==> config.mk <==
export PLATFORM = sky130hd
export DESIGN_NAME = gray2bin_tracker_flat
export DESIGN_NICKNAME = d
export VERILOG_FILES = /design/src/rtl/gray2bin_tracker_if.sv /design/src/rtl/gray2bin_tracker.sv /design/src/flat_wrapper.sv
export SDC_FILE = /design/constraint.sdc
export NUM_CORES = 1
export LEC_CHECK = 0
export ABC_AREA = 1
export BUFFER_PORTS_ARGS = -buffer_cell sky130_fd_sc_hd__buf_4
export CORE_UTILIZATION = 55
export DETAILED_ROUTE_END_ITERATION = 8
export GPL_TIMING_DRIVEN = 0
export PLACE_DENSITY_LB_ADDON = 0.1
export SETUP_SLACK_MARGIN = 0.05
export SLEW_MARGIN = 20
export SYNTH_ARGS = -nofsm -noshare
export SYNTH_HDL_FRONTEND = slang
export SYNTH_SLANG_ARGS = --single-unit
==> constraint.sdc <==
create_clock -name clk -period 4.5 [get_ports clk]
set_clock_uncertainty 0.05 [all_clocks]
set_input_delay 0.45 -clock clk [delete_from_list [all_inputs] [get_ports clk]]
set_output_delay 0.45 -clock clk [all_outputs]
set_load 0.02 [all_outputs]
==> src/rtl/gray2bin_tracker_if.sv <==
// ---------------------------------------------------------------------------
// gray2bin_tracker_if
// Bundles the sample input handshake, the decoded-result output handshake
// and the error-counter controls of gray2bin_tracker.
//   in_val / in_rdy / in_       : Gray-coded sample stream into the tracker
//   out_val / out_rdy           : decoded result stream out of the tracker
//   out / out_step              : binary value and step class of the result
//   err_clr / err_count         : clear strobe and saturating ERR counter
// master = the environment around the tracker, slave = the tracker itself.
// ---------------------------------------------------------------------------
interface gray2bin_tracker_if #(
    parameter int NBITS     = 4,
    parameter int ECNT_BITS = 8
);
    logic                 in_val;
    logic                 in_rdy;
    logic [NBITS-1:0]     in_;
    logic                 out_val;
    logic                 out_rdy;
    logic [NBITS-1:0]     out;
    logic [1:0]           out_step;
    logic                 err_clr;
    logic [ECNT_BITS-1:0] err_count;

    modport master (
        output in_val, in_, out_rdy, err_clr,
        input  in_rdy, out_val, out, out_step, err_count
    );

    modport slave (
        input  in_val, in_, out_rdy, err_clr,
        output in_rdy, out_val, out, out_step, err_count
    );
endinterface

==> src/rtl/gray2bin_tracker.sv <==
// ---------------------------------------------------------------------------
// gray2bin_tracker
// Decodes a stream of Gray-coded samples to binary and classifies each step
// relative to the previous accepted sample as HOLD(0), UP(1), DOWN(2) or
// ERR(3, multi-count jump). Results leave through a one-entry registered
// val/rdy stage; ERR steps are tallied in a saturating counter.
// Ports:
//   clk    : clock, all state changes on its rising edge
//   reset  : asynchronous active-high reset
//   bus    : gray2bin_tracker_if.slave (sample in, result out, err counter)
// ---------------------------------------------------------------------------
module gray2bin_tracker #(
    parameter int NBITS     = 4,
    parameter int ECNT_BITS = 8
) (
    input  logic                clk,
    input  logic                reset,
    gray2bin_tracker_if.slave   bus
);

    typedef enum logic [1:0] {
        STEP_HOLD = 2'd0,
        STEP_UP   = 2'd1,
        STEP_DOWN = 2'd2,
        STEP_ERR  = 2'd3
    } step_e;

    logic                 r_out_val;
    logic [NBITS-1:0]     r_out;
    step_e                r_out_step;
    logic [NBITS-1:0]     r_prev_bin;
    logic                 r_have_prev;
    logic [ECNT_BITS-1:0] r_err_count;

    logic [NBITS-1:0]     w_bin;
    logic [NBITS-1:0]     w_diff;
    logic                 w_in_rdy;
    logic                 w_accept;
    logic                 w_fire;
    logic                 w_err_inc;
    step_e                w_step;

    // Binary bit i is the XOR of all Gray bits at and above i; written as a
    // reduction per bit so there is no bit-to-bit chain inside one vector.
    generate
        for (genvar gi = 0; gi < NBITS; gi++) begin : g_decode
            assign w_bin[gi] = ^bus.in_[NBITS-1:gi];
        end
    endgenerate

    // The output slot can take a new result when empty or being drained now.
    assign w_in_rdy  = !r_out_val || bus.out_rdy;
    assign w_accept  = bus.in_val && w_in_rdy;
    assign w_fire    = r_out_val && bus.out_rdy;

    // Modular difference makes wrap-around steps look like +1 / -1.
    assign w_diff = w_bin - r_prev_bin;

    always_comb begin
        w_step = STEP_ERR;
        if (!r_have_prev || w_diff == '0) begin
            w_step = STEP_HOLD;
        end else if (w_diff == NBITS'(1)) begin
            w_step = STEP_UP;
        end else if (w_diff == '1) begin
            w_step = STEP_DOWN;
        end
    end

    assign w_err_inc = w_accept && (w_step == STEP_ERR);

    always_ff @(posedge clk or posedge reset) begin
        if (reset) begin
            r_out_val   <= 1'b0;
            r_out       <= '0;
            r_out_step  <= STEP_HOLD;
            r_prev_bin  <= '0;
            r_have_prev <= 1'b0;
            r_err_count <= '0;
        end else begin
            if (w_accept) begin
                // Also covers fire+accept in one cycle: new result overwrites.
                r_out_val   <= 1'b1;
                r_out       <= w_bin;
                r_out_step  <= w_step;
                r_prev_bin  <= w_bin;
                r_have_prev <= 1'b1;
            end else if (w_fire) begin
                r_out_val   <= 1'b0;
            end

            // A clear coinciding with an ERR accept leaves that ERR counted.
            if (bus.err_clr) begin
                r_err_count <= w_err_inc ? ECNT_BITS'(1) : '0;
            end else if (w_err_inc && r_err_count != '1) begin
                r_err_count <= r_err_count + ECNT_BITS'(1);
            end
        end
    end

    assign bus.in_rdy    = w_in_rdy;
    assign bus.out_val   = r_out_val;
    assign bus.out       = r_out;
    assign bus.out_step  = r_out_step;
    assign bus.err_count = r_err_count;

endmodule

==> src/flat_wrapper.sv <==
// flat-port wrapper written by rule: the top's interface ports become plain ports
module gray2bin_tracker_flat 
#(
    parameter int NBITS     = 4,
    parameter int ECNT_BITS = 8
)
  (clk, reset, bus_in_val, bus_in_, bus_out_rdy, bus_err_clr, bus_in_rdy, bus_out_val, bus_out, bus_out_step, bus_err_count);
  gray2bin_tracker_if #(.NBITS(NBITS), .ECNT_BITS(ECNT_BITS)) bus_i ();
  input  logic clk;
  input  logic reset;
  input wire logic [$bits(bus_i.in_val)-1:0] bus_in_val;
  input wire logic [$bits(bus_i.in_)-1:0] bus_in_;
  input wire logic [$bits(bus_i.out_rdy)-1:0] bus_out_rdy;
  input wire logic [$bits(bus_i.err_clr)-1:0] bus_err_clr;
  output wire logic [$bits(bus_i.in_rdy)-1:0] bus_in_rdy;
  output wire logic [$bits(bus_i.out_val)-1:0] bus_out_val;
  output wire logic [$bits(bus_i.out)-1:0] bus_out;
  output wire logic [$bits(bus_i.out_step)-1:0] bus_out_step;
  output wire logic [$bits(bus_i.err_count)-1:0] bus_err_count;
  assign bus_i.in_val = bus_in_val;
  assign bus_i.in_ = bus_in_;
  assign bus_i.out_rdy = bus_out_rdy;
  assign bus_i.err_clr = bus_err_clr;
  assign bus_in_rdy = bus_i.in_rdy;
  assign bus_out_val = bus_i.out_val;
  assign bus_out = bus_i.out;
  assign bus_out_step = bus_i.out_step;
  assign bus_err_count = bus_i.err_count;
  gray2bin_tracker #(.NBITS(NBITS), .ECNT_BITS(ECNT_BITS)) u_core (.clk(clk), .reset(reset), .bus(bus_i));
endmodule
==> results.cfg <==
[clock_network]
cts_tree = done
cts_sinks = 16
hold_buffers = 0
clk_pin_slew_ns = 0.09
postCtsResizedCells = 0
clock_latency_ns = 0.29
cts_buffers = 3
clock-root-buffer = clkbuf_4
h-tree-depth = 1
post_cts_buffers = 0
clockBufferDepth = 2

[pwr]
p_total_mw = 0.4813
power_frac_comb_pct = 41.8
p_leak_nw = 0.6707
power.density_nw_per_um2 = 386.6
clkPwrFrac_pct = 19.9
p_sw_mw = 0.1871
pwr-share-seq_pct = 38.3
switching_share_pct = 38.88
p_int_mw = 0.2942
ir_drop_uv = 285.4

[yosys]
netlist.area_leader.share_pct = 39.85
async_flop_share_pct = 100.0
synthCells = 129
synth-edff-count = 0
synthFlopType = dfrtp_1
post_synth_most_frequent_cells = 39 x nand2_1, 17 x inv_1, 16 x dfrtp_1
synth_warnings = 0
synth.most_common_cell = nand2_1
ys_types = 27
ys_ff_latch = 16
yosysTopAreaCell = dfrtp_1
ys_seq_area_share_pct = 39.85
syn_area_um2 = 1005
avgSynthCellArea_um2 = 7.788
synth.area.top_cells = dfrtp_1 40%, nand2_1 15%, nand3_1 6.5%
syn_nets = 143

[final_layout]
antenna_cells = 0
area_growth_pct = 23.91
final_nets = 171
fin_cells = 181
drive_gt1_share_pct = 23.72
fin_area_um2 = 1245
final_core_util_pct = 72.10

[timing]
finalCriticalPeriod_ns = 2.770
fmax_mhz = 361.0
period_share_pct = 61.56
tightest_slew_ns = 0.5980
slew_headroom_pct = 60.09
timing.hold.ws_ns = 0.1705
finalHoldViolations = 0
rsz0062_at_grt = no
slew_violations = 0
setup_ws_ns = 1.730
fin_setup_tns_ns = 0
setup-violations-final = 0

[worst_setup_path]
critPathKind = in -> reg
cp.arrival_ns = 2.91
crit_required_ns = 4.64
cpMaxStageDelayCell = fa_1
path_max_fanout = 9
crit_start = bus_in_[3]
crit_chain = buf_4 > xor2_2 > xor2_2 > xor2_1 > inv_2 > ha_1 > inv_1 > fa_1 > nor2_1 > nand3_1 > nand4_4 > nand2_4 > nand2_1 > nand2_1
cp-start-kind = input pin
crit_path_end_kind = register
reg2reg_from = u_core.bus.out[0]$_DFFE_PP0P_
path_buf_inv = 3
crit_family = simple AND/OR/NAND/NOR gates
worst_path_largest_cell_delay_ns = 0.45

[placement]
dp_hpwl_um = 1554
pre_cts_ws_ns = 1.454
post-place-cells = 177
io_buffers = 23
placed_cell_area_um2 = 1209
gp_congestion = 0.7482

[routing]
routedWlPerCell_um = 11.36
viasPerCell = 5.083
drc = 0
routed_wl_um = 2056
drtIter0Drc = 12
drt_pass1_iterations = 4
ant_nets = 0
vias = 920

[global_route]
grt_pass1_vias = 781
grt-ovfl-total = 0
track_usage_pct = 23.70
grt_max_degree = 17
grt_pass1_wl_um = 3353
antenna_found_initial = 0

[floorplan]
start_util_pct = 58.19
die_y_um = 44.74
die_w_um = 44.74
ioPinCount = 25
dieArea_um2 = 2002
core_area_um2 = 1727
rows = 15

[run_status]
outcome = finished, final reports clean

[worst_hold_path]
hold_class = in -> async

[flow_run]
maxCapViolCount = 0
per-layer routing:
metal	vias to the layer above	GRT usage (%)	share of wire (%)
li1	466	-	-
met1	434	32.64	45
met2	16	35.59	50
met3	4	7.200	3.8
met4	0	8.485	1.4
met5	-	0	0
power by group through the flow:
stage          sequential [mW]  clock (mW)  combinational [mW]
4_1_cts                  0.185      0.0982               0.202
2_1_floorplan            0.212           0               0.109
6_report                 0.184      0.0956               0.201
3_5_place_dp             0.188           0               0.200
3_3_place_gp             0.185           0               0.194
5_1_grt                  0.188       0.105               0.222
flip-flops by register name (all words and copies together) (netlist names):
name,cells
u_core.bus.out_step,2
u_core.bus.out,4
u_core.bus.out_val,1
u_core.bus.err_count,8
u_core.r_have_prev,1
worst register-to-register path, cell delays in order (launching register included):
cell     delay, ns
dfrtp_1       0.39
ha_1          0.15
inv_1         0.06
fa_1          0.40
nor2_1        0.16
nor2_1        0.06
nor2_1        0.09
nand3_1       0.20
nand4_4       0.23
nand2_4       0.11
nand2_1       0.08
nand2_1       0.05
layout make-up:
type / count / area [um^2]
multi-input cells: 93 / 529.3
fillers: 133 / 481.7
repair buffers: 23 / 172.7
clock buffers: 4 / 36.28
flip-flops and latches: 16 / 400.4
well taps: 25 / 31.28
inverters: 19 / 71.32
plain buffers: 1 / 3.754
cell families (layout without fill, tap and decap cells):
kind of cell / count (synthesis) / in the layout / share of synthesized area, %
simple gates: 72 / 72 / 33.25
fa+ha+maj: 5 / 5 / 6.974
flops: 16 / 16 / 39.85
xor+xnor: 4 / 4 / 4.982
compound gates: 12 / 12 / 7.473
buf+inv: 20 / 47 / 7.471
placed cells by master, fill, tap and decap left out:
master,count
nand2_4,1
a21oi_1,4
nor2_1,10
o211ai_1,1
or2_2,1
o21a_1,1
nor3b_1,1
a22o_1,1
o21ai_2,1
buf_4,23
xor2_2,2
nand4_1,1
dfrtp_1,16
clkbuf_8,1
inv_2,1
nor3_2,1
ha_1,4
nor3_1,2
clkbuf_4,3
inv_1,17
xor2_1,2
clkbuf_1,1
nand4_4,1
a211oi_1,1
nand3_1,13
nand2_1,39
o21ai_0,3
nand2_2,2
fa_1,1
clkinv_1,1
path summary, 6_finish.rpt:
kind	end	slack [ns]	cells past startpoint
max reg2reg	u_core.bus.err_count[2]$_DFFE_PP0P_	2.37	11
max in group asynchronous	u_core.bus.out[0]$_DFFE_PP0P_	3.84	2
min	u_core.bus.err_count[2]$_DFFE_PP0P_	0.17	2
max	u_core.bus.err_count[2]$_DFFE_PP0P_	1.73	14
min reg2reg	u_core.r_have_prev$_DFFE_PP0P_	0.42	2
min in group clk	u_core.bus.out_val$_DFFE_PP0P_	0.37	4
(Power assumes the default switching activity.)
